==> src/rtl/led_fade_engine.sv <==
// Eight-channel LED fade engine: per-frame stepping of cur[] toward target[] with registered PWM levels.
// Define FADE_EXP_CURVE_EN to map levels through an exponential brightness curve; default is linear.
module led_fade_engine (
    input  logic        clk,
    input  logic        rst_n,
    input  logic        wr_en,
    input  logic [2:0]  wr_ch,
    input  logic [7:0]  wr_data,
    input  logic [3:0]  rate,
    input  logic        frame_tick,
    output logic [63:0] pwm_val,
    output logic        busy,
    output logic        overrun
);

    typedef enum logic {IDLE, SCAN} state_t;

    state_t      state_q, state_d;
    logic [7:0]  target_q [8];
    logic [7:0]  target_d [8];
    logic [7:0]  cur_q [8];
    logic [7:0]  cur_d [8];
    logic [63:0] pwm_q, pwm_d;
    logic [3:0]  presc_q, presc_d;
    logic [2:0]  idx_q, idx_d;
    logic        overrun_q, overrun_d;
    logic        step;

`ifdef FADE_EXP_CURVE_EN
    function automatic logic [7:0] fade_map(input logic [7:0] v);
        logic [12:0] s;
        s = {7'd0, 1'b1, v[4:0]} << v[7:5];
        fade_map = (v == 8'd0) ? 8'd0 : s[12:5];
    endfunction
`else
    function automatic logic [7:0] fade_map(input logic [7:0] v);
        fade_map = v;
    endfunction
`endif

    always_comb begin
        state_d   = state_q;
        target_d  = target_q;
        cur_d     = cur_q;
        presc_d   = presc_q;
        idx_d     = idx_q;
        overrun_d = overrun_q;
        step      = 1'b0;

        // ">=" lets a rate reduction below the current prescaler fire immediately
        if (frame_tick && (rate != 4'd0)) begin
            if (presc_q >= rate - 4'd1) begin
                step    = 1'b1;
                presc_d = '0;
            end else begin
                presc_d = presc_q + 4'd1;
            end
        end

        case (state_q)
            IDLE: begin
                if (step) begin
                    state_d = SCAN;
                    idx_d   = '0;
                end
            end
            SCAN: begin
                if (step) overrun_d = 1'b1;
                if (cur_q[idx_q] < target_q[idx_q])
                    cur_d[idx_q] = cur_q[idx_q] + 8'd1;
                else if (cur_q[idx_q] > target_q[idx_q])
                    cur_d[idx_q] = cur_q[idx_q] - 8'd1;
                idx_d = idx_q + 3'd1;
                if (idx_q == 3'd7) state_d = IDLE;
            end
            default: state_d = IDLE;
        endcase

        if (rate == 4'd0) begin
            for (int unsigned i = 0; i < 8; i++) cur_d[i] = target_q[i];
        end

        // Written after the scan step so a same-cycle write only affects the next pass
        if (wr_en) target_d[wr_ch] = wr_data;

        pwm_d = '0;
        for (int unsigned i = 0; i < 8; i++) pwm_d[8*i +: 8] = fade_map(cur_q[i]);
    end

    always_ff @(posedge clk) begin
        if (!rst_n) begin
            state_q   <= IDLE;
            target_q  <= '{default: '0};
            cur_q     <= '{default: '0};
            pwm_q     <= '0;
            presc_q   <= '0;
            idx_q     <= '0;
            overrun_q <= 1'b0;
        end else begin
            state_q   <= state_d;
            target_q  <= target_d;
            cur_q     <= cur_d;
            pwm_q     <= pwm_d;
            presc_q   <= presc_d;
            idx_q     <= idx_d;
            overrun_q <= overrun_d;
        end
    end

    assign pwm_val = pwm_q;
    assign busy    = (state_q == SCAN);
    assign overrun = overrun_q;

endmodule

==> config.mk <==
export PLATFORM = sky130hd
export DESIGN_NAME = led_fade_engine
export DESIGN_NICKNAME = d
export VERILOG_FILES = /design/src/rtl/led_fade_engine.sv
export SDC_FILE = /design/constraint.sdc
export NUM_CORES = 1
export LEC_CHECK = 0
export BUFFER_PORTS_ARGS = -buffer_cell sky130_fd_sc_hd__buf_2
export CAP_MARGIN = 20
export CORE_ASPECT_RATIO = 0.75
export CORE_MARGIN = 2
export CORE_UTILIZATION = 30
export DETAILED_ROUTE_END_ITERATION = 6
export SLEW_MARGIN = 40
export SYNTH_ARGS = -nofsm -noshare
export SYNTH_HDL_FRONTEND = slang
export SYNTH_SLANG_ARGS = --single-unit
==> constraint.sdc <==
create_clock -name clk -period 4.9 [get_ports clk]
set_input_delay 0.98 -clock clk [delete_from_list [all_inputs] [get_ports clk]]
set_output_delay 0.98 -clock clk [all_outputs]
set_load 0.02 [all_outputs]
* Word level (Yosys, flattened, before mapping)
Index checks and enable logic that the tools add are counted. Widths: inputs -> output; s select.
Storage, ports and cells: input bits 19, word-level logic and storage cells 72, output and inout port bits 66, flip-flop bits (word level) 201
Operators by class: add/subtract/negate cells 5, bitwise gates (word level) 3, equal/unequal tests 2, muxes and demuxes 25, reduce and logical (&&, ||, !) cells 9, $lt $le $gt $ge 7
Operators with widths (number):
- $mux 64 | 4
- $bwmux 64 | 3
- $bmux 8 s3 | 2
- $demux 8 s3 | 2
- $mux 8 | 6
- $add 8x1->8 const B | 1
- $ge 4x4->1 const B | 2
- $gt 8x8->1 | 1
- $lt 4x1->1 const B | 2
- $lt 8x8->1 | 1
- $not 3->4 | 2
- $sub 8x1->8 const B | 1
- $pmux 3 s2 | 1
- $add 4x1->4 const B | 1
- $ge 4x4->1 | 1
- $logic_not 4->1 | 1
- $mux 1 | 4
- $mux 4 | 1
- $reduce_and 2->1 | 2
- $reduce_bool 4->1 | 1
- $sub 4x1->4 const B | 1
- $add 3x1->3 const B | 1
- $eq 3x3->1 const B | 1
- $logic_and 1x1->1 | 3
- 6 further kinds | 6

* Depth between registers and ports, before layout
depth in word-level cells 10, gate-level depth with buffers 19, mapped depth without buffers 14

* Least setup slack after synthesis
OpenSTA, ideal clock, no wires.
path type reg-to-reg, start register idx_q[1], end register cur_q[18] (netlist bit), period minus slack after synthesis 3.952 ns, slack 0.948 ns, data required time 4.840 ns, cell stages (with the launch flop) 19, arrival 3.891 ns, cell sequence dfxtp_1 > buf_2 > buf_1 > buf_2 > buf_1 > mux2i_1 > nor2_1 > a21oi_1 > nor2_1 > a221oi_1 > ha_1 > nor2b_1 > o211ai_1 > a311o_1 > clkbuf_1 > and3_1 > clkbuf_1 > a21boi_0 > o221a_1
On the way: longest elaborated chain between the ends 10, elaborated cells on any way between the ends 24, those cells by class add/sub (2); order compare (4); mux (14); bitwise (1); reduce/logical (3)
Ends and longest elaborated chain:
- start, declared | RTL line 25 | logic [2:0] idx_q, idx_d;
- start signal, assigned | RTL line 105 | idx_q <= idx_d;
- $not 3->4 (implied by the code) *
- $bmux 8 s3 (tied with other cells)
- $mux 8 (implied by the code) or $logic_and 1x1->1 (tied branches)
- $mux 8, on equally long branches
- $sub 8x1->8 or $demux 8 s3 (tied branches) | RTL line 72, 70
- $bwmux 64 | RTL line 72 | cur_d[idx_q] = cur_q[idx_q] - 8'd1;
- $mux 64 | RTL line 71 | else if (cur_q[idx_q] > target_q[idx_q])
- $mux 64 | RTL line 69 | if (cur_q[idx_q] < target_q[idx_q])
- $mux 64 | RTL line 60 | case (state_q)
- $mux 64 | RTL line 79 | if (rate == 4'd0) begin
- end signal, assigned | RTL line 102 | cur_q <= cur_d;
- end, declared | RTL line 21 | logic [7:0] cur_q [8];
Mark *: on every way between the ends. The rest lies on a longest branch, timed or not. The select of a mux whose other input is x is not followed. A chain may end at the register's enable or synchronous reset.

* Worst setup path after layout
start register idx_q[0], end register cur_q[10] (netlist bit)
Same word-level chain as after synthesis.

==> qor.csv <==
metric;value;unit
result of the run;complete, no violations;
Post-synth EDFFs;0;
type of element launching the critical path;flop;
Initial DRC Count;908;
cell accounting for the most synthesized area;sky130_fd_sc_hd__dfxtp_1;
floorplan die width;203;um
pin count of the biggest net entering global routing;75;
wire length of the first global-routing pass;44.4;mm
setup-violating endpoint count in the final report;0;
Largest stage delay, worst path;800;ps
wire length on met2;11.3;mm
multiplexer share of the synthesized area;0.0962;
most used cell, CP;sky130_fd_sc_hd__a21oi_1;
min Tclk post-route;4530;ps
Max stage delay cell, worst path;sky130_fd_sc_hd__dfxtp_2;
Layout area overhead;16.5;%
post-detailed-route count of antenna-violating nets;0;
aggregate negative setup slack;0;ps
placement-stage worst setup slack;533;ps
share of async-settable or async-resettable flops after synthesis;0;
cell types with the largest area share after synthesis;sky130_fd_sc_hd__dfxtp_1, sky130_fd_sc_hd__nand2_1, sky130_fd_sc_hd__a21oi_1;
critical path peak fanout;23;
ratio of cells with drive above 1 in the final layout;0.166;
DR vias/cell;5.26;
post-synthesis compound-gate area fraction;0.165;
topmost layer with routed signal wires;met4;
synthesis-stage register bit count;201;
CP cell instances;buf_4, nor2b_1, a22oi_1, o221ai_1, a21oi_1, ha_1, nand4_1, a21oi_1, nor3b_1, o21ai_1, a21boi_0, o221a_1;
average cell area after synthesis;8.86;um^2
antenna violations before repair;0;
Yosys cell types;61;
kind of critical path;flop to flop;
grt total ovfl;0;
total clock buffers created by CTS;22;
total vias in the final route;7669;
net count of the mapped netlist;1038;
post-synthesis share of cell area spent on and, or, nand and nor gates;0.205;
highest ir drop seen on vdd;218;uV
Met3 Routed Length;3.50;mm
# Max-Cap Violations;0;
worst skew pair latency;510;ps
dominant register cell in the synthesized netlist;sky130_fd_sc_hd__dfxtp_1;
count of placed standard cells including taps;1421;
period utilization;0.924;
Worst Setup End Kind;flop;
number of placed I/O pins;85;
total die area;31000;um^2
leakage power total;4.02;nW
post-cts gate resize count;0;
main combinational cell family by area after synthesis;simple AND/OR/NAND/NOR gates;
achievable frequency;221;MHz
sink count of the clock tree;201;
Final Max Slew Viols;0;
final std cells w/o fill;1459;
area fraction of the dominant cell type after synthesis;0.454;
Global Route Usage Sum;0.185;
number of global-route vias before repair;6910;
number of failing hold endpoints at the final stage;0;
Synth warnings;0;
cts hold-fix bufs;0;
buffers inserted by post-CTS timing repair;0;
placement row count;54;
adder-cell area share of the yosys netlist;0.0254;
port buffer count;84;
path type of the worst min-delay path;flop to flop;
most used standard cells in the synthesized netlist;sky130_fd_sc_hd__dfxtp_1, sky130_fd_sc_hd__nand2_1, sky130_fd_sc_hd__a21oi_1, sky130_fd_sc_hd__nor2_1, sky130_fd_sc_hd__and2_1;
number of optimization iterations in the first detailed-route pass;7;
launch instance of the worst register-to-register path;idx_q[0];
Post-Route Skew;16.0;ps
Core Footprint;29100;um^2
H-Tree Level Count;1;
Crit path arrival time;4930;ps
power density over cell area;374;nW/um^2
clock edge transition at the registers on the reported setup and hold paths;60;ps
worst-case setup margin in the final layout;371;ps
fill cell instance count of the final layout;3047;
clock tree from TritonCTS;built;
initial core utilization;0.305;
mean routed wirelength per cell;20.0;um
Final Wtd Congestion;0.924;
area share of xor/xnor cells in the synthesized design;0.0151;
half-perimeter wire length after placement;21.0;mm
setup repair after global routing missed its margin;false;
Detailed Route WL;29.2;mm
maximum root-to-sink buffer count;3;
Slew @ Worst Pin;801;ps
CTS Root Buffer Type;sky130_fd_sc_hd__clkbuf_16;
Max-slew headroom;0.466;
launch point of the worst path;idx_q[0];
vertical die dimension;153;um
launch instance of the worst min-delay path;overrun;
antenna diode count;0;
DRT met1 WL;13.9;mm
worst hold-check slack;481;ps
data required time of the worst path;5300;ps
net count of the finished layout;1090;
most used standard cell by instance count after synthesis;sky130_fd_sc_hd__dfxtp_1;
proportion of synthesized chip area in sequential cells;0.454;
summed instance area of the synthesized netlist;8870;um^2
final routed DRC violation total;0;
number of instances in the synthesized netlist;1001;
[report_power, final]
| part | internal, W | switching [W] | total (W) |
|---|---|---|---|
| Clock | 0.000988 | 0.000662 | 0.00165 |
| Sequential | 0.00167 | 0.0000441 | 0.00171 |
| Combinational | 0.000164 | 0.000338 | 0.000502 |
[sequential cells by signal (all words and copies together), names as in the netlist]
signal and flops:
target_q 64, overrun 1, presc_q 4, idx_q 3, pwm_val 64, cur_q 64
busy 1
[critical path: cells and delay by family (launching register included)]
kind | cells | cell delay, ps
AO/OA/AOI/OAI | 7 | 2050
AND/OR/NAND/NOR | 3 | 860
flip-flops | 1 | 800
buffers and inverters | 1 | 380
adder cells (fa/ha/maj) | 1 | 320
[per-layer routing]
metal	global-route usage	up-vias
met5	0	-
met2	0.242	396
met3	0.0518	36
met1	0.293	3637
met4	0.0389	0
li1	-	3600
[cells in the final DEF (no fill, tap or decap), types with 18 or more instances in the layout]
cell type,n
sky130_fd_sc_hd__dfxtp_1,199
sky130_fd_sc_hd__nand2_1,179
sky130_fd_sc_hd__a21oi_1,124
sky130_fd_sc_hd__buf_2,84
sky130_fd_sc_hd__nor2_1,79
sky130_fd_sc_hd__and2_1,66
sky130_fd_sc_hd__o22ai_1,32
sky130_fd_sc_hd__clkbuf_16,23
sky130_fd_sc_hd__mux2i_1,22
sky130_fd_sc_hd__nand3_1,22
sky130_fd_sc_hd__mux4_2,18
sky130_fd_sc_hd__ha_1,18
[cell type report]
cell class | count | area [um^2] | area share
Multi-Input combinational cell | 716 | 4530 | 0.438
Sequential cell | 201 | 4030 | 0.390
Clock buffer | 29 | 618 | 0.0599
Timing Repair Buffer | 95 | 503 | 0.0487
Tap cell | 392 | 490 | 0.0475
Clock inverter | 9 | 95.1 | 0.00921
Inverter | 17 | 65.1 | 0.00630
[stage by stage]
stage | power (W) | cell area (um^2) | utilization
after floorplan | 0.00208 | 8870 | -
after global placement | 0.00222 | 9580 | 0.330
after detailed placement | 0.00223 | 9610 | 0.331
after CTS | 0.00388 | 10300 | 0.355
after global routing | 0.00400 | 10300 | 0.355
final | 0.00387 | 10300 | 0.355
[worst paths after layout]
path	to	slack, ps	cells past startpoint
max	cur_q[10]	370	12
min	overrun	480	1
max reg2reg	cur_q[10]	370	12
min reg2reg	overrun	480	1
[kinds of logic (layout without fill, tap and decap cells)]
family / count (synthesis) / count (layout)
xor+xnor: 11 / 11
mux: 53 / 53
buf+inv: 84 / 150
fa+ha+maj: 18 / 18
flops: 201 / 201
compound gates: 237 / 237
simple gates: 397 / 397
No activity file was read; power rests on OpenSTA's default activity.
